<file path="config.mk">
export PLATFORM = sky130hd
export DESIGN_NAME = video_pattern_src_flat
export DESIGN_NICKNAME = d
export VERILOG_FILES = /design/src/rtl/vid_pkg.sv /design/src/rtl/video_pattern_src_if.sv /design/src/rtl/video_timing_counter.sv /design/src/rtl/video_pattern_src.sv /design/src/flat_wrapper.sv
export SDC_FILE = /design/constraint.sdc
export NUM_CORES = 1
export LEC_CHECK = 0
export BUFFER_PORTS_ARGS = -buffer_cell sky130_fd_sc_hd__clkbuf_2
export CORE_MARGIN = 4
export CORE_UTILIZATION = 55
export CTS_CLUSTER_DIAMETER = 30
export DETAILED_ROUTE_END_ITERATION = 8
export PLACE_DENSITY = 0.86
export SLEW_MARGIN = 20
export SYNTH_ARGS = -nofsm -noshare
export SYNTH_HDL_FRONTEND = slang
export SYNTH_HIERARCHICAL = 1
export SYNTH_SLANG_ARGS = --single-unit
</file>
<file path="constraint.sdc">
create_clock -name clk -period 3.2 [get_ports clk]
set_clock_uncertainty 0.2 [all_clocks]
set_input_delay 0.48 -clock clk [delete_from_list [all_inputs] [get_ports clk]]
set_output_delay 0.48 -clock clk [all_outputs]
set_load 0.02 [all_outputs]
</file>
<file path="src/rtl/vid_pkg.sv">
// Shared definitions for the video pattern source: pattern codes, colour-bar
// palette and the timing total helper.
package vid_pkg;

    typedef logic [1:0] pat_t;

    localparam pat_t PAT_SOLID = 2'd0;
    localparam pat_t PAT_BARS  = 2'd1;
    localparam pat_t PAT_GRAD  = 2'd2;
    localparam pat_t PAT_CHECK = 2'd3;

    localparam logic [23:0] BAR_WHITE   = 24'hFFFFFF;
    localparam logic [23:0] BAR_YELLOW  = 24'hFFFF00;
    localparam logic [23:0] BAR_CYAN    = 24'h00FFFF;
    localparam logic [23:0] BAR_GREEN   = 24'h00FF00;
    localparam logic [23:0] BAR_MAGENTA = 24'hFF00FF;
    localparam logic [23:0] BAR_RED     = 24'hFF0000;
    localparam logic [23:0] BAR_BLUE    = 24'h0000FF;
    localparam logic [23:0] BAR_BLACK   = 24'h000000;

    // Total period of one axis from its four region widths.
    function automatic int calc_total(input int active, input int fp,
                                      input int sync, input int bp);
        return active + fp + sync + bp;
    endfunction

    // Colour of bar number idx, left to right.
    function automatic logic [23:0] bar_rgb(input logic [2:0] idx);
        logic [23:0] rgb;
        case (idx)
            3'd0:    rgb = BAR_WHITE;
            3'd1:    rgb = BAR_YELLOW;
            3'd2:    rgb = BAR_CYAN;
            3'd3:    rgb = BAR_GREEN;
            3'd4:    rgb = BAR_MAGENTA;
            3'd5:    rgb = BAR_RED;
            3'd6:    rgb = BAR_BLUE;
            default: rgb = BAR_BLACK;
        endcase
        return rgb;
    endfunction

endpackage

</file>
<file path="src/rtl/video_pattern_src_if.sv">
// Registered video stream produced by the pattern source: DE, syncs, RGB and
// the start-of-frame marker.
interface video_pattern_src_if;
    logic        de_out;
    logic        h_sync_out;
    logic        v_sync_out;
    logic [23:0] pixel_out;
    logic        frame_start;

    modport master (
        output de_out,
        output h_sync_out,
        output v_sync_out,
        output pixel_out,
        output frame_start
    );

    modport slave (
        input de_out,
        input h_sync_out,
        input v_sync_out,
        input pixel_out,
        input frame_start
    );
endinterface

</file>
<file path="src/rtl/video_timing_counter.sv">
// Raster position counters plus the unregistered region decodes of the
// current position.
module video_timing_counter
    import vid_pkg::*;
#(
    parameter int H_ACTIVE = 640,
    parameter int H_FP     = 16,
    parameter int H_SYNC   = 96,
    parameter int H_BP     = 48,
    parameter int V_ACTIVE = 480,
    parameter int V_FP     = 10,
    parameter int V_SYNC   = 2,
    parameter int V_BP     = 33,
    localparam int H_TOTAL = calc_total(H_ACTIVE, H_FP, H_SYNC, H_BP),
    localparam int V_TOTAL = calc_total(V_ACTIVE, V_FP, V_SYNC, V_BP),
    localparam int HW      = $clog2(H_TOTAL),
    localparam int VW      = $clog2(V_TOTAL)
) (
    input  logic          clk,
    input  logic          rst,
    input  logic          en_i,
    output logic [HW-1:0] h_cnt_o,
    output logic [VW-1:0] v_cnt_o,
    output logic          h_act_o,
    output logic          v_act_o,
    output logic          hs_act_o,
    output logic          vs_act_o,
    output logic          sof_o,
    output logic          h_last_o
);

    logic [HW-1:0] h_cnt_q, h_cnt_d;
    logic [VW-1:0] v_cnt_q, v_cnt_d;
    logic          h_last;
    logic          v_last;

    assign h_last = (int'(h_cnt_q) == H_TOTAL - 1);
    assign v_last = (int'(v_cnt_q) == V_TOTAL - 1);

    // Next raster position: h wraps each line, v steps on the h wrap.
    always_comb begin
        h_cnt_d = h_cnt_q + HW'(1);
        v_cnt_d = v_cnt_q;
        if (h_last) begin
            h_cnt_d = '0;
            v_cnt_d = v_last ? '0 : v_cnt_q + VW'(1);
        end
    end

    // Position registers advance only on enabled cycles.
    always_ff @(posedge clk) begin
        if (rst) begin
            h_cnt_q <= '0;
            v_cnt_q <= '0;
        end else if (en_i) begin
            h_cnt_q <= h_cnt_d;
            v_cnt_q <= v_cnt_d;
        end
    end

    assign h_cnt_o  = h_cnt_q;
    assign v_cnt_o  = v_cnt_q;
    assign h_last_o = h_last;
    assign h_act_o  = (int'(h_cnt_q) < H_ACTIVE);
    assign v_act_o  = (int'(v_cnt_q) < V_ACTIVE);
    assign hs_act_o = (int'(h_cnt_q) >= H_ACTIVE + H_FP) &&
                      (int'(h_cnt_q) <  H_ACTIVE + H_FP + H_SYNC);
    // v_cnt only moves on the h wrap, so vsync edges land at line start.
    assign vs_act_o = (int'(v_cnt_q) >= V_ACTIVE + V_FP) &&
                      (int'(v_cnt_q) <  V_ACTIVE + V_FP + V_SYNC);
    assign sof_o    = (h_cnt_q == '0) && (v_cnt_q == '0);

endmodule

</file>
<file path="src/rtl/video_pattern_src.sv">
// Test-pattern video source: raster timing, frame-synchronous pattern select,
// colour-bar counters, pixel mux and the registered output stage.
module video_pattern_src
    import vid_pkg::*;
#(
    parameter int          H_ACTIVE  = 640,
    parameter int          H_FP      = 16,
    parameter int          H_SYNC    = 96,
    parameter int          H_BP      = 48,
    parameter int          V_ACTIVE  = 480,
    parameter int          V_FP      = 10,
    parameter int          V_SYNC    = 2,
    parameter int          V_BP      = 33,
    parameter bit          HS_POL    = 1'b0,
    parameter bit          VS_POL    = 1'b0,
    parameter logic [23:0] SOLID_RGB = 24'h0000FF
) (
    input  logic                       clk,
    input  logic                       rst,
    input  logic                       en,
    input  logic [1:0]                 pattern_sel,
    video_pattern_src_if.master        vo
);

    localparam int H_TOTAL = calc_total(H_ACTIVE, H_FP, H_SYNC, H_BP);
    localparam int V_TOTAL = calc_total(V_ACTIVE, V_FP, V_SYNC, V_BP);
    localparam int HW      = $clog2(H_TOTAL);
    localparam int VW      = $clog2(V_TOTAL);
    localparam int BAR_W   = H_ACTIVE / 8;
    localparam int BW      = (BAR_W > 1) ? $clog2(BAR_W) : 1;

    logic [HW-1:0] h_cnt;
    logic [VW-1:0] v_cnt;
    logic          h_act, v_act, hs_act, vs_act, sof, h_last;

    video_timing_counter #(
        .H_ACTIVE (H_ACTIVE),
        .H_FP     (H_FP),
        .H_SYNC   (H_SYNC),
        .H_BP     (H_BP),
        .V_ACTIVE (V_ACTIVE),
        .V_FP     (V_FP),
        .V_SYNC   (V_SYNC),
        .V_BP     (V_BP)
    ) u_timing (
        .clk      (clk),
        .rst      (rst),
        .en_i     (en),
        .h_cnt_o  (h_cnt),
        .v_cnt_o  (v_cnt),
        .h_act_o  (h_act),
        .v_act_o  (v_act),
        .hs_act_o (hs_act),
        .vs_act_o (vs_act),
        .sof_o    (sof),
        .h_last_o (h_last)
    );

    pat_t          pat_q;
    pat_t          cur_pat;
    logic [BW-1:0] bar_cnt_q, bar_cnt_d;
    logic [2:0]    bar_idx_q, bar_idx_d;
    logic [23:0]   pix_d;
    logic [7:0]    x_lo;
    logic          x_b4, y_b4;

    logic          de_q, hs_q, vs_q, fs_q;
    logic [23:0]   pix_q;

    // The pixel at (0,0) already uses the newly selected pattern.
    assign cur_pat = sof ? pattern_sel : pat_q;
    assign x_lo    = 8'(h_cnt);
    assign x_b4    = 1'(int'(h_cnt) >> 4);
    assign y_b4    = 1'(int'(v_cnt) >> 4);

    // Pattern changes only at frame start so a frame never tears.
    always_ff @(posedge clk) begin
        if (rst) begin
            pat_q <= PAT_SOLID;
        end else if (en && sof) begin
            pat_q <= pattern_sel;
        end
    end

    // Bar position: width counter rolls into a bar index, both zero at x=0.
    always_comb begin
        bar_cnt_d = bar_cnt_q + BW'(1);
        bar_idx_d = bar_idx_q;
        if (h_last) begin
            bar_cnt_d = '0;
            bar_idx_d = '0;
        end else if (int'(bar_cnt_q) == BAR_W - 1) begin
            bar_cnt_d = '0;
            bar_idx_d = bar_idx_q + 3'd1;
        end
    end

    // Bar counters follow h_cnt on enabled cycles.
    always_ff @(posedge clk) begin
        if (rst) begin
            bar_cnt_q <= '0;
            bar_idx_q <= '0;
        end else if (en) begin
            bar_cnt_q <= bar_cnt_d;
            bar_idx_q <= bar_idx_d;
        end
    end

    // Pixel colour for the current position; black outside the active area.
    always_comb begin
        pix_d = '0;
        if (h_act && v_act) begin
            case (cur_pat)
                PAT_SOLID: pix_d = SOLID_RGB;
                PAT_BARS:  pix_d = bar_rgb(bar_idx_q);
                PAT_GRAD:  pix_d = {x_lo, x_lo, x_lo};
                PAT_CHECK: pix_d = (x_b4 ^ y_b4) ? 24'hFFFFFF : 24'h000000;
                default:   pix_d = '0;
            endcase
        end
    end

    // Output stage: one cycle behind the counters, frozen while en is low.
    always_ff @(posedge clk) begin
        if (rst) begin
            de_q  <= 1'b0;
            hs_q  <= ~HS_POL;
            vs_q  <= ~VS_POL;
            pix_q <= '0;
            fs_q  <= 1'b0;
        end else if (en) begin
            de_q  <= h_act && v_act;
            hs_q  <= hs_act ? HS_POL : ~HS_POL;
            vs_q  <= vs_act ? VS_POL : ~VS_POL;
            pix_q <= pix_d;
            fs_q  <= sof;
        end else begin
            fs_q  <= 1'b0;
        end
    end

    assign vo.de_out      = de_q;
    assign vo.h_sync_out  = hs_q;
    assign vo.v_sync_out  = vs_q;
    assign vo.pixel_out   = pix_q;
    assign vo.frame_start = fs_q;

endmodule

</file>
<file path="src/flat_wrapper.sv">
// flat-port wrapper written by rule: the top's interface ports become plain ports
module video_pattern_src_flat import vid_pkg::*;
#(
    parameter int          H_ACTIVE  = 640,
    parameter int          H_FP      = 16,
    parameter int          H_SYNC    = 96,
    parameter int          H_BP      = 48,
    parameter int          V_ACTIVE  = 480,
    parameter int          V_FP      = 10,
    parameter int          V_SYNC    = 2,
    parameter int          V_BP      = 33,
    parameter bit          HS_POL    = 1'b0,
    parameter bit          VS_POL    = 1'b0,
    parameter logic [23:0] SOLID_RGB = 24'h0000FF
)
  (clk, rst, en, pattern_sel, vo_de_out, vo_h_sync_out, vo_v_sync_out, vo_pixel_out, vo_frame_start);
  video_pattern_src_if vo_i ();
  input  logic clk;
  input  logic rst;
  input  logic en;
  input  logic [1:0] pattern_sel;
  output wire logic [$bits(vo_i.de_out)-1:0] vo_de_out;
  output wire logic [$bits(vo_i.h_sync_out)-1:0] vo_h_sync_out;
  output wire logic [$bits(vo_i.v_sync_out)-1:0] vo_v_sync_out;
  output wire logic [$bits(vo_i.pixel_out)-1:0] vo_pixel_out;
  output wire logic [$bits(vo_i.frame_start)-1:0] vo_frame_start;
  assign vo_de_out = vo_i.de_out;
  assign vo_h_sync_out = vo_i.h_sync_out;
  assign vo_v_sync_out = vo_i.v_sync_out;
  assign vo_pixel_out = vo_i.pixel_out;
  assign vo_frame_start = vo_i.frame_start;
  video_pattern_src #(.H_ACTIVE(H_ACTIVE), .H_FP(H_FP), .H_SYNC(H_SYNC), .H_BP(H_BP), .V_ACTIVE(V_ACTIVE), .V_FP(V_FP), .V_SYNC(V_SYNC), .V_BP(V_BP), .HS_POL(HS_POL), .VS_POL(VS_POL), .SOLID_RGB(SOLID_RGB)) u_core (.clk(clk), .rst(rst), .en(en), .pattern_sel(pattern_sel), .vo(vo_i));
endmodule
</file>
==> PnR_summary.wiki <==
{| class="wikitable"
! Metric !! Value
|-
| Clock edge transition at the registers on the reported setup and hold paths || 0.07 ns
|-
| Share of post-route cells with drive strength above 1 || ~19%
|-
| Combinational share of power || between 10% and 20%
|-
| Final global-route overflow total || 0
|-
| Area added between synthesis and finish || 12.9%
|-
| Cell count along the critical path || 12
|-
| Number of cells traversed by the worst register-to-register path || 12
|-
| TritonCTS clock tree || done
|-
| Average wire per cell in the routed design || ~16 um
|-
| Main flop type after synthesis || sky130_fd_sc_hd__dfxtp_1
|-
| Leading cell type in the layout, fill and taps excluded || sky130_fd_sc_hd__dfxtp_1
|-
| Synth Area in XOR/XNOR || 5.18%
|-
| Final wirelength || roughly 7.1 mm
|-
| Largest family of logic cells by synthesized area || simple AND/OR/NAND/NOR gates
|-
| Reg-to-reg slack, setup || between 0.2 and 0.25 ns
|-
| CP Cell Sequence || inv_1 -> ha_1 -> nor2b_1 -> and3_1 -> nand4_1 -> nor4_1 -> buf_4 -> mux2i_1 -> buf_4 -> nor3_2 -> a21oi_1 -> a221oi_1
|-
| Seq pwr share || around half
|-
| Ys async rst share || 0%
|-
| Sequential cell area || 1200 um2
|-
| Buffer and inverter count on the worst path || 3
|-
| Length of the first detailed-routing pass in iterations || 5
|-
| Total number of clock tree sinks || 60
|-
| Worst setup endpoint || u_core/vo.pixel_out[19]
|-
| Fillers || 436
|-
| Measured slew at the worst slew-check pin || between 0.8 and 0.9 ns
|-
| Run status || finished clean
|-
| Category of cells accounting for the largest share of critical-path delay || simple AND/OR/NAND/NOR gates
|-
| Post-route core utilization || 65.6%
|-
| Starting density of the core || between 50% and 60%
|-
| Worst-path maximum fanout || 10
|-
| Final critical delay including setup and external delays || between 2 and 3 ns
|-
| Worst Setup Start Kind || flip-flop
|-
| Warnings from Yosys || 6
|-
| Number of DRC markers in iteration 0 || about 210
|-
| Fraction of power consumed by the clock network || around 40%
|-
| Vias || between 2000 and 3000
|-
| Die height || around 82 um
|-
| Post-Place Cells || approximately 430
|-
| Cell area power density || 481 nW/um2
|-
| Die outline width || between 80 and 90 um
|-
| Number of buffers inserted to repair setup after CTS || 0
|-
| Peak supply drop || ~0.36 mV
|-
| Placeable core region || roughly 5200 um2
|-
| Arrival time at the worst endpoint || between 3 and 4 ns
|-
| Clock Tree Root || sky130_fd_sc_hd__clkbuf_8
|-
| Slowest cell delay on critical path || roughly 0.43 ns
|-
| Compound-cell area share of the yosys netlist || between 20% and 30%
|-
| Max Fclk || ~0.34 GHz
|-
| Routability congestion estimate from global placement || just under 0.9
|-
| Post-synthesis cell type count || 57
|-
| Number of nets produced by synthesis || ~360
|-
| Design internal power || roughly 0.0012 W
|-
| Multi-input logic area || 1710 um2
|-
| HPWL reported at the end of detailed placement || ~5.0 mm
|-
| Antenna violations before repair || 0
|-
| Arithmetic-cell share of the synthesized area counting full adders, half adders and majority gates || approximately 4.1%
|-
| RSZ-0062 raised after global routing || false
|-
| Number of nets in the layout || just under 400
|-
| Yosys top cell by area || sky130_fd_sc_hd__dfxtp_1
|-
| Sw power || 0.000452 W
|-
| Final setup viols || 0
|-
| Critical-path top delay cell || sky130_fd_sc_hd__nor3_2
|-
| Synthesized instance count || between 300 and 400
|-
| Final Instance Count excl. Fillers || about 450
|-
| Most used cells in the layout excluding fill and tap cells || sky130_fd_sc_hd__dfxtp_1, sky130_fd_sc_hd__nand2_1, sky130_fd_sc_hd__clkbuf_2
|-
| Global-route wire length before repair || ~12 mm
|-
| Switching portion of total power || between 20% and 30%
|-
| Maximum root-to-sink buffer count || 2
|-
| Number of rows created at floorplan || 26
|-
| Via count of the first global-routing pass || 2564
|-
| Fraction of synthesized cell area taken by the top area cell type || 39.5%
|-
| Cell types occupying the most area after synthesis || sky130_fd_sc_hd__dfxtp_1, sky130_fd_sc_hd__a21oi_1, sky130_fd_sc_hd__ha_1, sky130_fd_sc_hd__nand2_1, sky130_fd_sc_hd__a221oi_2
|-
| Startpoint of the most critical setup path || u_core/u_timing/v_cnt_o[0]
|-
| CP Class || reg -> reg
|-
| Final worst-path cycle share || between 90% and 100%
|-
| All-Layer GR Usage || between 20% and 30%
|-
| Number of buffer cells added on primary ports || 32
|-
| Largest net degree at the start of global routing || 35
|-
| Maxcap violations || 0
|-
| R2R Path Start || u_core/u_timing/v_cnt_o[0]
|-
| Seq/Total Area, Yosys || 39.5%
|-
| Total Negative Setup Slacks || 0 ns
|-
| Number of H-tree branching levels || 3
|-
| Cell area after synthesis || roughly 3000 um2
|-
| Number of buffers added by the clock tree synthesis step || 9
|-
| Post-DRT Antenna Nets || 0
|-
| Number of storage elements in the synthesis netlist || 60
|-
| Worst r2r dst || u_core/vo.pixel_out[19]
|-
| Kind of capture point of the worst setup path || flip-flop
|-
| Via density per instance || around 6.1
|-
| Multiplexer share of the synthesized area || roughly 2.3%
|-
| Count of inserted antenna diode cells || 0
|-
| DRC errors left || 0
|-
| Number of ports placed on the die boundary || 33
|-
| Count of final max-slew check failures || 0
|-
| Number of enable-type register cells in the synthesized netlist || 0
|-
| Clock network latency to the later pin of the worst-skew pair || 0.34 ns
|-
| Required arrival time at the worst endpoint || between 3 and 4 ns
|-
| Endpoints failing hold || 0
|-
| Count of instances resized after the clock tree is built || 0
|-
| Worst min-delay path class || in -> reg
|-
| Relative slew slack || between 40% and 50%
|-
| Total die area || ~6800 um2
|-
| Syn Area/Cell || about 8.9 um2
|-
| Area share of and/or/nand/nor cells after synthesis || 24.2%
|-
| Static Leakage || about 1.3 nW
|-
| CTS Hold Buffers Added || 0
|-
| Worst path most repeated cell || sky130_fd_sc_hd__buf_4
|}
-- Yosys cell counts (all sizes together) (2+ instances only) --
cell,number
nor4,7
buf,8
nand3,12
a221oi,17
xor2,6
a221o,7
and2,3
o31ai,6
and3,7
ha,10
a21oi,31
inv,11
dfxtp,60
clkbuf,12
nor4b,2
mux2i,6
nand3b,3
or4,2
a32oi,2
nor2b,4
nand4,10
o21ai,8
nand2,33
nor3,11
xnor2,12
nor2,27
nand2b,5
-- worst min path at each step --
| stage | start | endpoint | slack, ns | depth (start not counted) |
|---|---|---|---|---|
| 4_1_cts | pattern_sel[1] | u_core/pat_q[1] | 0.23 | 3 |
| 3_3_place_gp | u_core/vo.de_out | u_core/vo.de_out | 0.26 | 2 |
| 2_1_floorplan | u_core/pat_q[0] | u_core/pat_q[0] | 0.26 | 2 |
| 5_1_grt | pattern_sel[1] | u_core/pat_q[1] | 0.25 | 3 |
| 6_report | pattern_sel[1] | u_core/pat_q[1] | 0.25 | 3 |
| 3_5_place_dp | u_core/vo.de_out | u_core/vo.de_out | 0.27 | 2 |
-- per-stage QoR --
step	power (W)	worst slack [ns]	hold slack [ns]	area, um2
CTS	0.00167	0.253	0.231	3430
detailed placement	0.00101	0.265	0.267	3240
global route	0.00173	0.0495	0.252	3430
global placement	0.00100	0.436	0.257	3240
finish	0.00165	0.228	0.248	3430
floorplan	0.000956	0.455	0.262	3040
-- tightest hold or removal path, stage by stage --
cell and delay, ns:
sky130_fd_sc_hd__clkbuf_2 0.12, sky130_fd_sc_hd__nand3_1 0.09, sky130_fd_sc_hd__a21oi_1 0.06
-- registers in the layout, summed over array words and instances (netlist names) --
name,cells
u_core/vo.de_out,1
u_core/u_timing/h_cnt_o,10
u_core/vo.frame_start,1
u_core/vo.pixel_out,24
u_core/vo.h_sync_out,1
u_core/vo.v_sync_out,1
u_core/bar_cnt_q,7
u_core/bar_idx_q,3
u_core/pat_q,2
u_core/u_timing/v_cnt_o,10
-- cell families after synthesis --
family	count (synthesis)
XOR/XNOR	18
AO/OA/AOI/OAI	80
flip-flops	60
adder cells (fa/ha/maj)	10
multiplexers	7
buffers and inverters	31
AND/OR/NAND/NOR	135
-- power groups by stage --
stage / clock (W) / combinational, W / sequential, W
after CTS: 0.000675 / 0.000197 / 0.000797
after global routing: 0.000714 / 0.000218 / 0.000800
after detailed placement: 0 / 0.000196 / 0.000814
final: 0.000659 / 0.000198 / 0.000797
after floorplan: 0 / 0.000124 / 0.000832
after global placement: 0 / 0.000190 / 0.000812
-- final cells by class --
type,count,area share (%)
clock buffers,9,3.61
inverters,11,1.20
clock inverters,7,1.93
flip-flops and latches,60,35.0
repair buffers,38,5.97
multi-input cells,250,49.8
well taps,70,2.55
-- per-layer routing --
metal / part of all wire [%] / GRT usage (%) / up-vias
li1: - / - / 1333
met1: 44 / 27.1 / 1306
met2: 49 / 37.8 / 86
met3: 5.5 / 6.07 / 11
met4: 1.6 / 10.3 / 0
met5: 0 / 0 / -
No activity file was read; power rests on OpenSTA's default activity.
